## src/rtl/fetch_unit.sv

```systemverilog
// Fetch sequencer: PC, ROM req/ack handshake, 1-cycle op_valid after ack (2 cycles/instr peak); waits on ack, sticky ERR after ACK_TIMEOUT.
// Optional FETCH_HALT_EN: opcode 4'hF issues, then parks in HALT until reset.
module fetch_unit #(
  parameter logic [3:0] RESET_PC    = 4'h0,
  parameter int         ACK_TIMEOUT = 8
) (
  input  logic       clk,
  input  logic       rst_n,
  input  logic       run,
  output logic       rom_req,
  output logic [3:0] rom_addr,
  input  logic       rom_ack,
  input  logic [7:0] rom_data,
  output logic [3:0] op_out,
  output logic [3:0] imm_out,
  output logic       op_valid,
  input  logic       jmp_en,
  input  logic [3:0] jmp_addr,
  output logic [3:0] pc_out,
  output logic       halted,
  output logic       fetch_err
);

`ifdef FETCH_HALT_EN
  typedef enum logic [2:0] {S_IDLE, S_FETCH, S_ISSUE, S_ERR, S_HALT} state_t;
`else
  typedef enum logic [2:0] {S_IDLE, S_FETCH, S_ISSUE, S_ERR} state_t;
`endif

  state_t     state, state_nxt;
  logic [3:0] pc, pc_nxt;
  logic [7:0] tmo_cnt;
  logic       halt_op;
  logic       tmo_hit;

`ifdef FETCH_HALT_EN
  assign halt_op = (op_out == 4'hF);
`else
  assign halt_op = 1'b0;
`endif

  assign pc_nxt  = jmp_en ? jmp_addr : pc + 4'd1;
  assign tmo_hit = (tmo_cnt == 8'(ACK_TIMEOUT - 1));

  always_ff @(posedge clk or negedge rst_n) begin
    if (!rst_n) state <= S_IDLE;
    else        state <= state_nxt;
  end

  always_comb begin
    state_nxt = state;
    case (state)
      S_IDLE:  if (run) state_nxt = S_FETCH;
      S_FETCH: begin
        if (rom_ack)      state_nxt = S_ISSUE;
        else if (tmo_hit) state_nxt = S_ERR;
      end
      S_ISSUE: begin
`ifdef FETCH_HALT_EN
        if (halt_op)  state_nxt = S_HALT;
        else
`endif
        if (run)      state_nxt = S_FETCH;
        else          state_nxt = S_IDLE;
      end
      S_ERR:   state_nxt = S_ERR;
`ifdef FETCH_HALT_EN
      S_HALT:  state_nxt = S_HALT;
`endif
      default: state_nxt = S_IDLE;
    endcase
  end

  // Flags decode straight from the state flops so reset drops them without a clock.
  always_comb begin
    rom_req   = (state == S_FETCH);
    op_valid  = (state == S_ISSUE);
    fetch_err = (state == S_ERR);
`ifdef FETCH_HALT_EN
    halted    = (state == S_HALT);
`else
    halted    = 1'b0;
`endif
  end

  always_ff @(posedge clk or negedge rst_n) begin
    if (!rst_n) begin
      pc       <= RESET_PC;
      rom_addr <= RESET_PC;
      op_out   <= 4'h0;
      imm_out  <= 4'h0;
      tmo_cnt  <= 8'd0;
    end else begin
      if (state == S_IDLE && run) begin
        rom_addr <= pc;
        tmo_cnt  <= 8'd0;
      end
      if (state == S_FETCH) begin
        if (rom_ack) begin
          op_out  <= rom_data[7:4];
          imm_out <= rom_data[3:0];
        end else begin
          tmo_cnt <= tmo_cnt + 8'd1;
        end
      end
      // A halting instruction keeps its own address in the PC.
      if (state == S_ISSUE && !halt_op) begin
        pc <= pc_nxt;
        if (run) begin
          rom_addr <= pc_nxt;
          tmo_cnt  <= 8'd0;
        end
      end
    end
  end

  assign pc_out = pc;

endmodule

```

## config.mk

```make
export PLATFORM = sky130hd
export DESIGN_NAME = fetch_unit
export DESIGN_NICKNAME = d
export VERILOG_FILES = /design/src/rtl/fetch_unit.sv
export SDC_FILE = /design/constraint.sdc
export NUM_CORES = 1
export LEC_CHECK = 0
export BUFFER_PORTS_ARGS = -buffer_cell sky130_fd_sc_hd__buf_2
export CAP_MARGIN = 30
export CORE_UTILIZATION = 23
export DETAILED_ROUTE_END_ITERATION = 10
export HOLD_SLACK_MARGIN = 0.05
export SLEW_MARGIN = 30
export SYNTH_ARGS = -nofsm -noshare
export SYNTH_HDL_FRONTEND = slang
export SYNTH_SLANG_ARGS = --single-unit
export TNS_END_PERCENT = 30
```

## constraint.sdc

```tcl
create_clock -name clk -period 1.79 [get_ports clk]
set_clock_uncertainty 0.2 [all_clocks]
set_input_delay 0.179 -clock clk [delete_from_list [all_inputs] [get_ports clk]]
set_output_delay 0.179 -clock clk [all_outputs]
set_load 0.01 [all_outputs]
```

==> results.sh, run 1 <==
export IMPL_yosysSeqAreaShare_pct=48.55
export IMPL_syn_nets=140
export IMPL_fmax_mhz=595.6
export IMPL_rsz0062_at_grt="no"
export IMPL_setup_tns_ps=0
export IMPL_clk_pin_slew_ps=90
export IMPL_crit_chain="dlygate4sd3_1, buf_2, nand4bb_1, buf_4, o311ai_4, o41ai_2"
export IMPL_syn_cell_area_um2=1340
export IMPL_internal_power_mw=1.510
export IMPL_dp_hpwl_um=1976
export IMPL_numPortBuffers=35
export IMPL_overflow=0
export IMPL_dieArea_um2=6136
export IMPL_maxCapViolCount=0
export IMPL_end_kind="flop"
export IMPL_min_to="pc_out[0]"
export IMPL_antenna_left=0
export IMPL_cp_slowest_stage_delay_ps=530
export IMPL_diodes=0
export IMPL_placed_area_um2=1600
export IMPL_worst_slack_ps=111.1
export IMPL_core_um2=5574
export IMPL_timing_rr_end="rom_addr[3]"
export IMPL_status="finished clean"
export IMPL_p_comb_share_pct=45.0
export IMPL_insertion_delay_ps=270
export IMPL_hold_viol_final=0
export IMPL_nets=188
export IMPL_period_needed_ps=1679
export IMPL_drtIter0Drc=20
export IMPL_num_rows=27
export IMPL_synth_warnings=0
export IMPL_area_growth_pct=30.16
export IMPL_maxSlewViolCount=0
export IMPL_design_area_um2=1744
export IMPL_syn_avg_cell_area_um2=11.17
export IMPL_worstMarginPinSlew_ps=598.8
export IMPL_htreeDepth=1
export IMPL_ys_top_cells_by_area="dfrtp_1 49%, mux2_2 8.4%, nand2_1 3.1%"
export IMPL_setup_viol=0
export IMPL_die_w_um=78.33
export IMPL_multi_input_area_um2=649.4
export IMPL_cts_sinks=26
export IMPL_p_sw_uw=911.2
export IMPL_drive_gt1_share_pct=36.14
export IMPL_crit_start="rom_ack"
export IMPL_ys_types=38
export IMPL_grt_total_usage_pct=9.998
export IMPL_n_fill_cell=572
export IMPL_peakVddDrop_mv=0.6382
export IMPL_grt_start_max_net_pins=27
export IMPL_grt_first_pass_wirelength_um=4857
export IMPL_drc=0
export IMPL_crit_required_ps=1740
export IMPL_total_power_mw=2.421
export IMPL_gp_congestion=0.7686
export IMPL_min_delay_start="jmp_addr[0]"
export IMPL_die_h_um=78.33
export IMPL_io_pins=37
export IMPL_swShare_pct=37.64
export IMPL_antenna_found_initial=0
export IMPL_cts_buffers_inserted=3
export IMPL_numPlacedInstances=225
export IMPL_p_per_area_nw_per_um2=1388
export IMPL_crit_fanout=9
export IMPL_r2r_start="state[1]"
export IMPL_via_per_inst=4.403
export IMPL_hold_path_class="primary input to flop"
export IMPL_synth_top_area_share_pct=48.55
export IMPL_final_cell_count_no_fill=238
export IMPL_worst_path_max_delay_cell="dlygate4sd3_1"
export IMPL_crit_path_start_kind="primary input"
export IMPL_fin_crit_sh_pct=93.79
export IMPL_start_util_pct=24.04
export IMPL_grt_pass1_vias=1027
export IMPL_dr_pass1_iters=4
export IMPL_cts_root_buf="clkbuf_8"
export IMPL_synthCells=120
export IMPL_max_slew_margin_rel_pct=60.08
export IMPL_dp_slack_ps=247.7
export IMPL_via_count=1048
export IMPL_synth_top_area_cell="dfrtp_1"
export IMPL_clockBufferDepth=2
export IMPL_p_seq_share_pct=41.4
export IMPL_ys_seq_elements=26
export IMPL_cts_tree="yes"
export IMPL_r2r_slack_ps=220
export IMPL_whs_path_depth=3
export IMPL_criticalPathCategory="primary input to flop"
export IMPL_worstPathArrival_ps=1630
export IMPL_p_clk_share_pct=13.7
export IMPL_regArea_um2=650.6
export IMPL_wire_per_inst_um=11.84
export IMPL_worstRegToRegCells=4
export IMPL_p_leak_nw=0.8047
export IMPL_wl_um=2818
==> final cells by class <==
class                           count  area share [%]
Clock buffer                        3           2.367
Sequential cell                    26           37.30
Multi-Input combinational cell     86           37.23
Timing Repair Buffer               49           17.50
Tap cell                           72           5.165
Inverter                            2          0.4304
==> logic make-up (layout without fill, tap and decap cells) <==
logic type,after synthesis,in the layout,synth area share (%)
adder cells (fa/ha/maj),3,3,2.801
AND/OR/NAND/NOR,37,37,16.06
AO/OA/AOI/OAI,30,30,17.18
multiplexers,13,13,10.64
flip-flops,26,26,48.55
XOR/XNOR,2,2,1.307
buffers and inverters,8,54,3.175
other,1,1,0.2798
==> flip-flops by register name, indices dropped and copies added (netlist names) <==
name,flops
imm_out,4
pc_out,4
op_out,4
rom_addr,4
tmo_cnt,8
state,2
==> per-layer routing <==
metal | vias up | GRT usage (%) | part of all wire (%)
li1 | 527 | - | -
met1 | 487 | 14.27 | 53
met2 | 32 | 15.26 | 42
met4 | 0 | 3.333 | 1.1
met5 | - | 0 | 0
met3 | 2 | 1.628 | 4.1
==> power groups by stage <==
| stage | clock network [mW] | registers [mW] | logic [mW] |
|---|---|---|---|
| global route | 0.389 | 1.04 | 1.22 |
| floorplan | 0 | 1.08 | 0.600 |
| CTS | 0.346 | 1.00 | 1.10 |
| finish | 0.331 | 1.00 | 1.09 |
| global placement | 0 | 1.00 | 1.08 |
| detailed placement | 0 | 1.02 | 1.08 |
==> critical path, delay by kind of cell <==
family | cells | cell delay [ps]
buf+inv | 3 | 880
simple gates | 1 | 180
compound gates | 2 | 380
==> worst max-delay path by stage <==
stage                  end
2_1_floorplan  rom_addr[3]
4_1_cts           op_valid
3_5_place_dp   rom_addr[3]
3_3_place_gp   rom_addr[3]
6_report        tmo_cnt[7]
5_1_grt         tmo_cnt[6]
==> Yosys cell counts <==
library cell,instances
nor3_2,1
buf_2,4
o21ai_0,7
dfrtp_1,26
buf_4,2
nor2_1,8
a211oi_1,2
o22ai_1,1
nand2b_4,1
inv_1,2
and2_1,2
a21oi_1,5
o41ai_2,1
nand2b_1,1
and4b_1,1
and3_1,1
mux2_2,10
and3b_1,1
a21o_1,1
nand2_1,11
nand2_2,1
o311ai_4,1
nor3b_1,3
ha_1,3
conb_1,1
a22o_1,3
o211ai_1,3
nor2b_2,1
xor2_1,2
o31ai_2,1
nand4_1,1
o31ai_1,4
nor4bb_1,1
nand4bb_1,1
nor2b_1,1
mux2i_1,3
nor3_1,1
a21boi_0,1
==> cells in the final DEF, fill, tap and decap left out, drive strengths merged, types with 2 or more instances in the layout <==
master	netlist	routed
mux2i	3	3
inv	2	2
clkbuf	0	3
xor2	2	2
o31ai	5	5
o211ai	3	3
a211oi	2	2
buf	6	39
nor2b	2	2
nor3	2	2
mux2	10	10
a22o	3	3
dfrtp	26	26
dlygate4sd3	0	10
nor3b	3	3
nand2b	2	2
a21oi	5	5
ha	3	3
nand2	12	12
nor2	8	8
and2	2	2
o21ai	7	7
==> what timing repair did <==
action	4_1_cts	5_1_grt
hold buffers	10	0
gates resized for setup	0	1
hold endpoints to repair	35	0
setup endpoints to repair	0	1
setup buffers	0	0
==> stage by stage <==
step	hold slack, ps	util [%]
global route	54.01	31.29
detailed placement	23.47	28.71
CTS	51.04	31.25
global placement	21.74	28.71
finish	56.55	31.29
floorplan	-316.6	-
No activity file was read; power rests on OpenSTA's default activity.
==> run 2: changes to the inputs <==
Settings changed: CORE_MARGIN set to 1.5, SKIP_LAST_GASP set to 1.
==> run 2 against run 1 <==
  * Largest power group unchanged
  * First-iteration DRC count rose by 45%
  * Register-to-register slack worse by 40 ps
  * Fmax increased by 0.97%
  * Combinational power barely moved
==> results.sh, run 2 (same netlist as run 1, synthesis figures left out) <==
export IMPL_overflow=0
export IMPL_n_fill_cell=579
export IMPL_hold_path_class="primary input to flop"
export IMPL_status="finished clean"
export IMPL_hold_viol_final=0
export IMPL_period_needed_ps=1663
export IMPL_maxSlewViolCount=0
export IMPL_design_area_um2=1778
export IMPL_fin_crit_sh_pct=92.89
export IMPL_setup_viol=0
export IMPL_io_pins=37
export IMPL_num_rows=27
export IMPL_clockBufferDepth=2
export IMPL_die_h_um=79.33
export IMPL_grt_first_pass_wirelength_um=4816
export IMPL_grt_start_max_net_pins=27
export IMPL_via_count=1065
export IMPL_drive_gt1_share_pct=36.09
export IMPL_wire_per_inst_um=11.66
export IMPL_final_cell_mix="35 x buf_2, 26 x dfrtp_1, 12 x dlygate4sd3_1, 11 x nand2_1, 10 x mux2_2"
export IMPL_core_um2=5574
export IMPL_cts_sinks=26
export IMPL_setup_tns_ps=0
export IMPL_peakVddDrop_mv=0.4997
export IMPL_antenna_left=0
export IMPL_clk_pin_slew_ps=90
export IMPL_start_util_pct=24.04
export IMPL_cts_buffers_inserted=3
export IMPL_cp_slowest_stage_delay_ps=530
export IMPL_placed_area_um2=1600
export IMPL_fmax_mhz=601.4
export IMPL_rsz0062_at_grt="no"
export IMPL_criticalPathCategory="primary input to flop"
export IMPL_maxCapViolCount=0
export IMPL_die_w_um=79.33
export IMPL_worst_path_max_delay_cell="dlygate4sd3_1"
export IMPL_worstMarginPinSlew_ps=599.6
export IMPL_p_comb_share_pct=43.2
export IMPL_end_kind="flop"
export IMPL_swShare_pct=37.05
export IMPL_crit_chain="dlygate4sd3_1, buf_2, nand4bb_1, buf_4, o311ai_4, o41ai_2"
export IMPL_top_register="tmo_cnt"
export IMPL_antenna_found_initial=0
export IMPL_diodes=0
export IMPL_nets=190
export IMPL_cts_tree="yes"
export IMPL_final_core_util_pct=31.90
export IMPL_dieArea_um2=6293
export IMPL_p_clk_share_pct=15.5
export IMPL_area_growth_pct=32.68
export IMPL_dr_pass1_iters=4
export IMPL_cts_root_buf="clkbuf_8"
export IMPL_p_leak_nw=0.8202
export IMPL_drc=0
export IMPL_final_common_cell="buf_2"
export IMPL_p_seq_share_pct=41.2
export IMPL_via_per_inst=4.419
export IMPL_internal_power_mw=1.557
export IMPL_htreeDepth=1
export IMPL_gp_congestion=0.7113
export IMPL_p_sw_uw=916.4
export IMPL_max_slew_margin_rel_pct=60.02
export IMPL_largest_register_ffs=8
export IMPL_wl_um=2810
export IMPL_crit_required_ps=1740
export IMPL_p_per_area_nw_per_um2=1391
export IMPL_worstPathArrival_ps=1610
export IMPL_grt_pass1_vias=1012
export IMPL_post_cts_buffers=0
export IMPL_insertion_delay_ps=270
export IMPL_crit_fanout=9
export IMPL_numPortBuffers=35
export IMPL_drtIter0Drc=29
export IMPL_crit_path_start_kind="primary input"
export IMPL_grt_total_usage_pct=10.01
export IMPL_dp_hpwl_um=1950
==> run 2: changes by cell type in the layout (fill, tap and decap cells not counted), sizes merged <==
cell / previous run / this run
clkbuf: 3 / 4
dlygate4sd3: 10 / 12
==> run 2: path summary, 6_finish.rpt <==
path	startpoint	to	slack [ps]	cells after the start
max in group asynchronous	rst_n	op_out[1]	750	2
min in group asynchronous	rst_n	tmo_cnt[1]	240	2
setup reg to reg	state[1]	tmo_cnt[7]	180	4
hold / removal	run	state[0]	60	3
setup / recovery	rom_ack	tmo_cnt[7]	130	6
hold reg to reg	rom_addr[0]	rom_addr[0]	290	2
==> run 2: what timing repair did <==
action,4_1_cts,5_1_grt
setup endpoints to repair,0,1
endpoints found under the hold margin,37,0
hold buffers,12,0
gates resized for setup,0,1
==> run 2: area by class of cell <==
cell class,instances,area (um2),area share (%)
inverter,2,7.507,0.4222
tap,72,90.09,5.067
multi-input combinational,86,649.4,36.52
clock buffer,4,55.05,3.096
sequential,26,650.6,36.59
timing repair buffer,51,325.3,18.30
==> run 2: layer usage <==
| layer | vias up | track usage [%] | part of all wire, % | wire length [um] |
|---|---|---|---|---|
| met2 | 32 | 15.73 | 44 | 1242 |
| met4 | 0 | 3.684 | 1.4 | 39 |
| met3 | 2 | 2.414 | 4.3 | 120 |
| met5 | - | 0 | 0 | 0 |
| li1 | 532 | - | - | - |
| met1 | 499 | 13.30 | 50 | 1409 |
==> run 2: stage by stage <==
stage | hold slack, ps | setup slack (ps) | power [mW] | std cells
2_1_floorplan | -316.6 | 320.3 | 1.685 | 120
3_3_place_gp | 23.20 | 238.6 | 2.067 | 225
3_5_place_dp | 26.47 | 203.9 | 2.083 | 225
4_1_cts | 52.90 | 87.47 | 2.510 | 241
5_1_grt | 81.43 | 34.94 | 2.716 | 241
6_report | 56.54 | 127.2 | 2.473 | 241
==> run 2: power groups by stage <==
stage          clock network, mW  registers, mW  logic (mW)
2_1_floorplan                  0           1.08       0.600
3_3_place_gp                   0           1.01        1.05
3_5_place_dp                   0           1.03        1.05
4_1_cts                    0.412           1.02        1.08
5_1_grt                    0.446           1.06        1.21
6_report                   0.384           1.02        1.07
==> run 2: critical path, delay by kind of cell <==
| kind | cells | cell delay [ps] |
|---|---|---|
| AO/OA/AOI/OAI | 2 | 390 |
| buffers and inverters | 3 | 860 |
| AND/OR/NAND/NOR | 1 | 180 |
==> run 3: changes to the inputs <==
Settings changed: REMOVE_ABC_BUFFERS set to 1.
==> run 3 against run 2 <==
  * Combinational power about the same
  * Power increased by 4.9%
  * Die area did not move
  * Non-clock buffer count grew 1
  * Highest routed layer unchanged
==> results.sh, run 3 (same netlist as run 1, synthesis figures left out) <==
export IMPL_status="finished clean"
export IMPL_crit_required_ps=1750
export IMPL_numPortBuffers=35
export IMPL_grt_total_usage_pct=9.117
export IMPL_wire_per_inst_um=11.61
export IMPL_drive_gt1_share_pct=36.47
export IMPL_die_w_um=79.33
export IMPL_min_delay_start="jmp_en"
export IMPL_via_count=1052
export IMPL_nets=191
export IMPL_worstRegToRegCells=4
export IMPL_cts_root_buf="clkbuf_8"
export IMPL_clockBufferDepth=2
export IMPL_worstPathArrival_ps=1720
export IMPL_end_kind="flop"
export IMPL_fmax_mhz=567.4
export IMPL_drc=0
export IMPL_final_common_cell="buf_2"
export IMPL_min_to="pc_out[3]"
export IMPL_antenna_found_initial=0
export IMPL_crit_fanout=10
export IMPL_p_leak_nw=0.8292
export IMPL_antenna_left=0
export IMPL_p_clk_share_pct=18.6
export IMPL_dp_hpwl_um=2026
export IMPL_gp_congestion=0.7395
export IMPL_grt_pass1_vias=1021
export IMPL_num_rows=27
export IMPL_fin_crit_sh_pct=98.47
export IMPL_via_per_inst=4.347
export IMPL_r2r_start="state[0]"
export IMPL_largest_register_ffs=8
export IMPL_swShare_pct=35.39
export IMPL_diodes=0
export IMPL_timing_rr_end="state[0]"
export IMPL_maxSlewViolCount=0
export IMPL_cts_tree="yes"
export IMPL_dr_pass1_iters=4
export IMPL_cts_sinks=26
export IMPL_period_needed_ps=1763
export IMPL_io_pins=37
export IMPL_p_per_area_nw_per_um2=1437
export IMPL_whs_path_depth=2
export IMPL_dieArea_um2=6293
export IMPL_regArea_um2=651.9
export IMPL_setup_viol=0
export IMPL_hold_ws_ps=73.71
export IMPL_p_seq_share_pct=39.3
export IMPL_clk_pin_slew_ps=100
export IMPL_hold_viol_final=0
export IMPL_cts_buffers_inserted=3
export IMPL_maxCapViolCount=0
export IMPL_core_um2=5574
export IMPL_max_slew_margin_rel_pct=61.03
export IMPL_final_cell_mix="35 x buf_2, 25 x dfrtp_1, 13 x dlygate4sd3_1, 11 x nand2_1, 10 x mux2_2"
export IMPL_p_comb_share_pct=42.1
export IMPL_r2r_slack_ps=30
export IMPL_wl_um=2810
export IMPL_crit_path_start_kind="flop"
export IMPL_wl_met2_um=1181
export IMPL_insertion_delay_ps=270
export IMPL_p_sw_uw=918.1
export IMPL_die_h_um=79.33
export IMPL_overflow=0
export IMPL_multi_input_area_um2=649.4
export IMPL_dr_wl_met3_um=153
export IMPL_criticalPathCategory="flop to flop"
export IMPL_hold_path_class="primary input to flop"
export IMPL_drtIter0Drc=46
export IMPL_top_layer_used="met4"
export IMPL_area_growth_pct=34.73
export IMPL_start_util_pct=24.04
export IMPL_final_core_util_pct=32.39
export IMPL_worstMarginPinSlew_ps=584.6
export IMPL_htreeDepth=1
export IMPL_grt_first_pass_wirelength_um=4574
export IMPL_grt_start_max_net_pins=27
export IMPL_n_fill_cell=576
export IMPL_peakVddDrop_mv=0.6304
export IMPL_top_register="tmo_cnt"
export IMPL_wl_met1_um=1461
export IMPL_rsz0062_at_grt="yes"
export IMPL_internal_power_mw=1.676
[run 3: cell type report]
| cell class | instances | share of cell area, % |
|---|---|---|
| clock buffers | 3 | 2.287 |
| clock inverters | 1 | 1.663 |
| inverters | 2 | 0.4158 |
| multi-input cells | 86 | 35.97 |
| flip-flops and latches | 26 | 36.11 |
| well taps | 72 | 4.990 |
| repair buffers | 52 | 18.57 |
[run 3: per-layer routing]
metal,GRT usage [%],vias to the layer above
li1,-,531
met1,13.03,490
met2,13.68,29
met3,2.184,2
met4,2.456,0
met5,0,-
[run 3: worst max-delay path by stage]
stage,from,to,depth (start not counted)
2_1_floorplan,state[1],tmo_cnt[7],3
3_5_place_dp,state[1],tmo_cnt[7],4
3_3_place_gp,state[1],tmo_cnt[7],4
5_1_grt,state[0],state[0],4
4_1_cts,state[1],op_valid,4
6_report,state[0],state[0],4
[run 3: what timing repair did]
action | 4_1_cts | 5_1_grt
hold buffers | 13 | 0
endpoints found under the setup margin | 0 | 2
hold endpoints to repair | 37 | 0
gates resized for setup | 0 | 2
setup buffers | 0 | 0
[run 3: stage by stage]
| stage | area (um2) | setup TNS, ps | setup slack (ps) | instances | power, mW |
|---|---|---|---|---|---|
| floorplan | 1305 | 0 | 35.80 | 114 | 1.655 |
| CTS | 1802 | 0 | 1.914 | 242 | 2.626 |
| detailed placement | 1600 | 0 | 209.6 | 225 | 2.098 |
| global route | 1805 | -39.00 | -39.00 | 242 | 2.802 |
| finish | 1805 | 0 | 27.45 | 242 | 2.594 |
| global placement | 1600 | 0 | 231.2 | 225 | 2.075 |
[run 3: worst max-delay path, cell delays in order, from the launching register on]
cell and delay (ps):
dfrtp_1 400, buf_4 170, nor2_1 250, a21oi_1 70, dlygate4sd3_1 560
[run 3: power by group through the flow]
stage	combinational [mW]	sequential [mW]	clock (mW)
floorplan	0.538	1.12	0
detailed placement	1.07	1.03	0
CTS	1.10	1.02	0.499
global placement	1.05	1.03	0
global route	1.22	1.06	0.518
finish	1.09	1.02	0.483
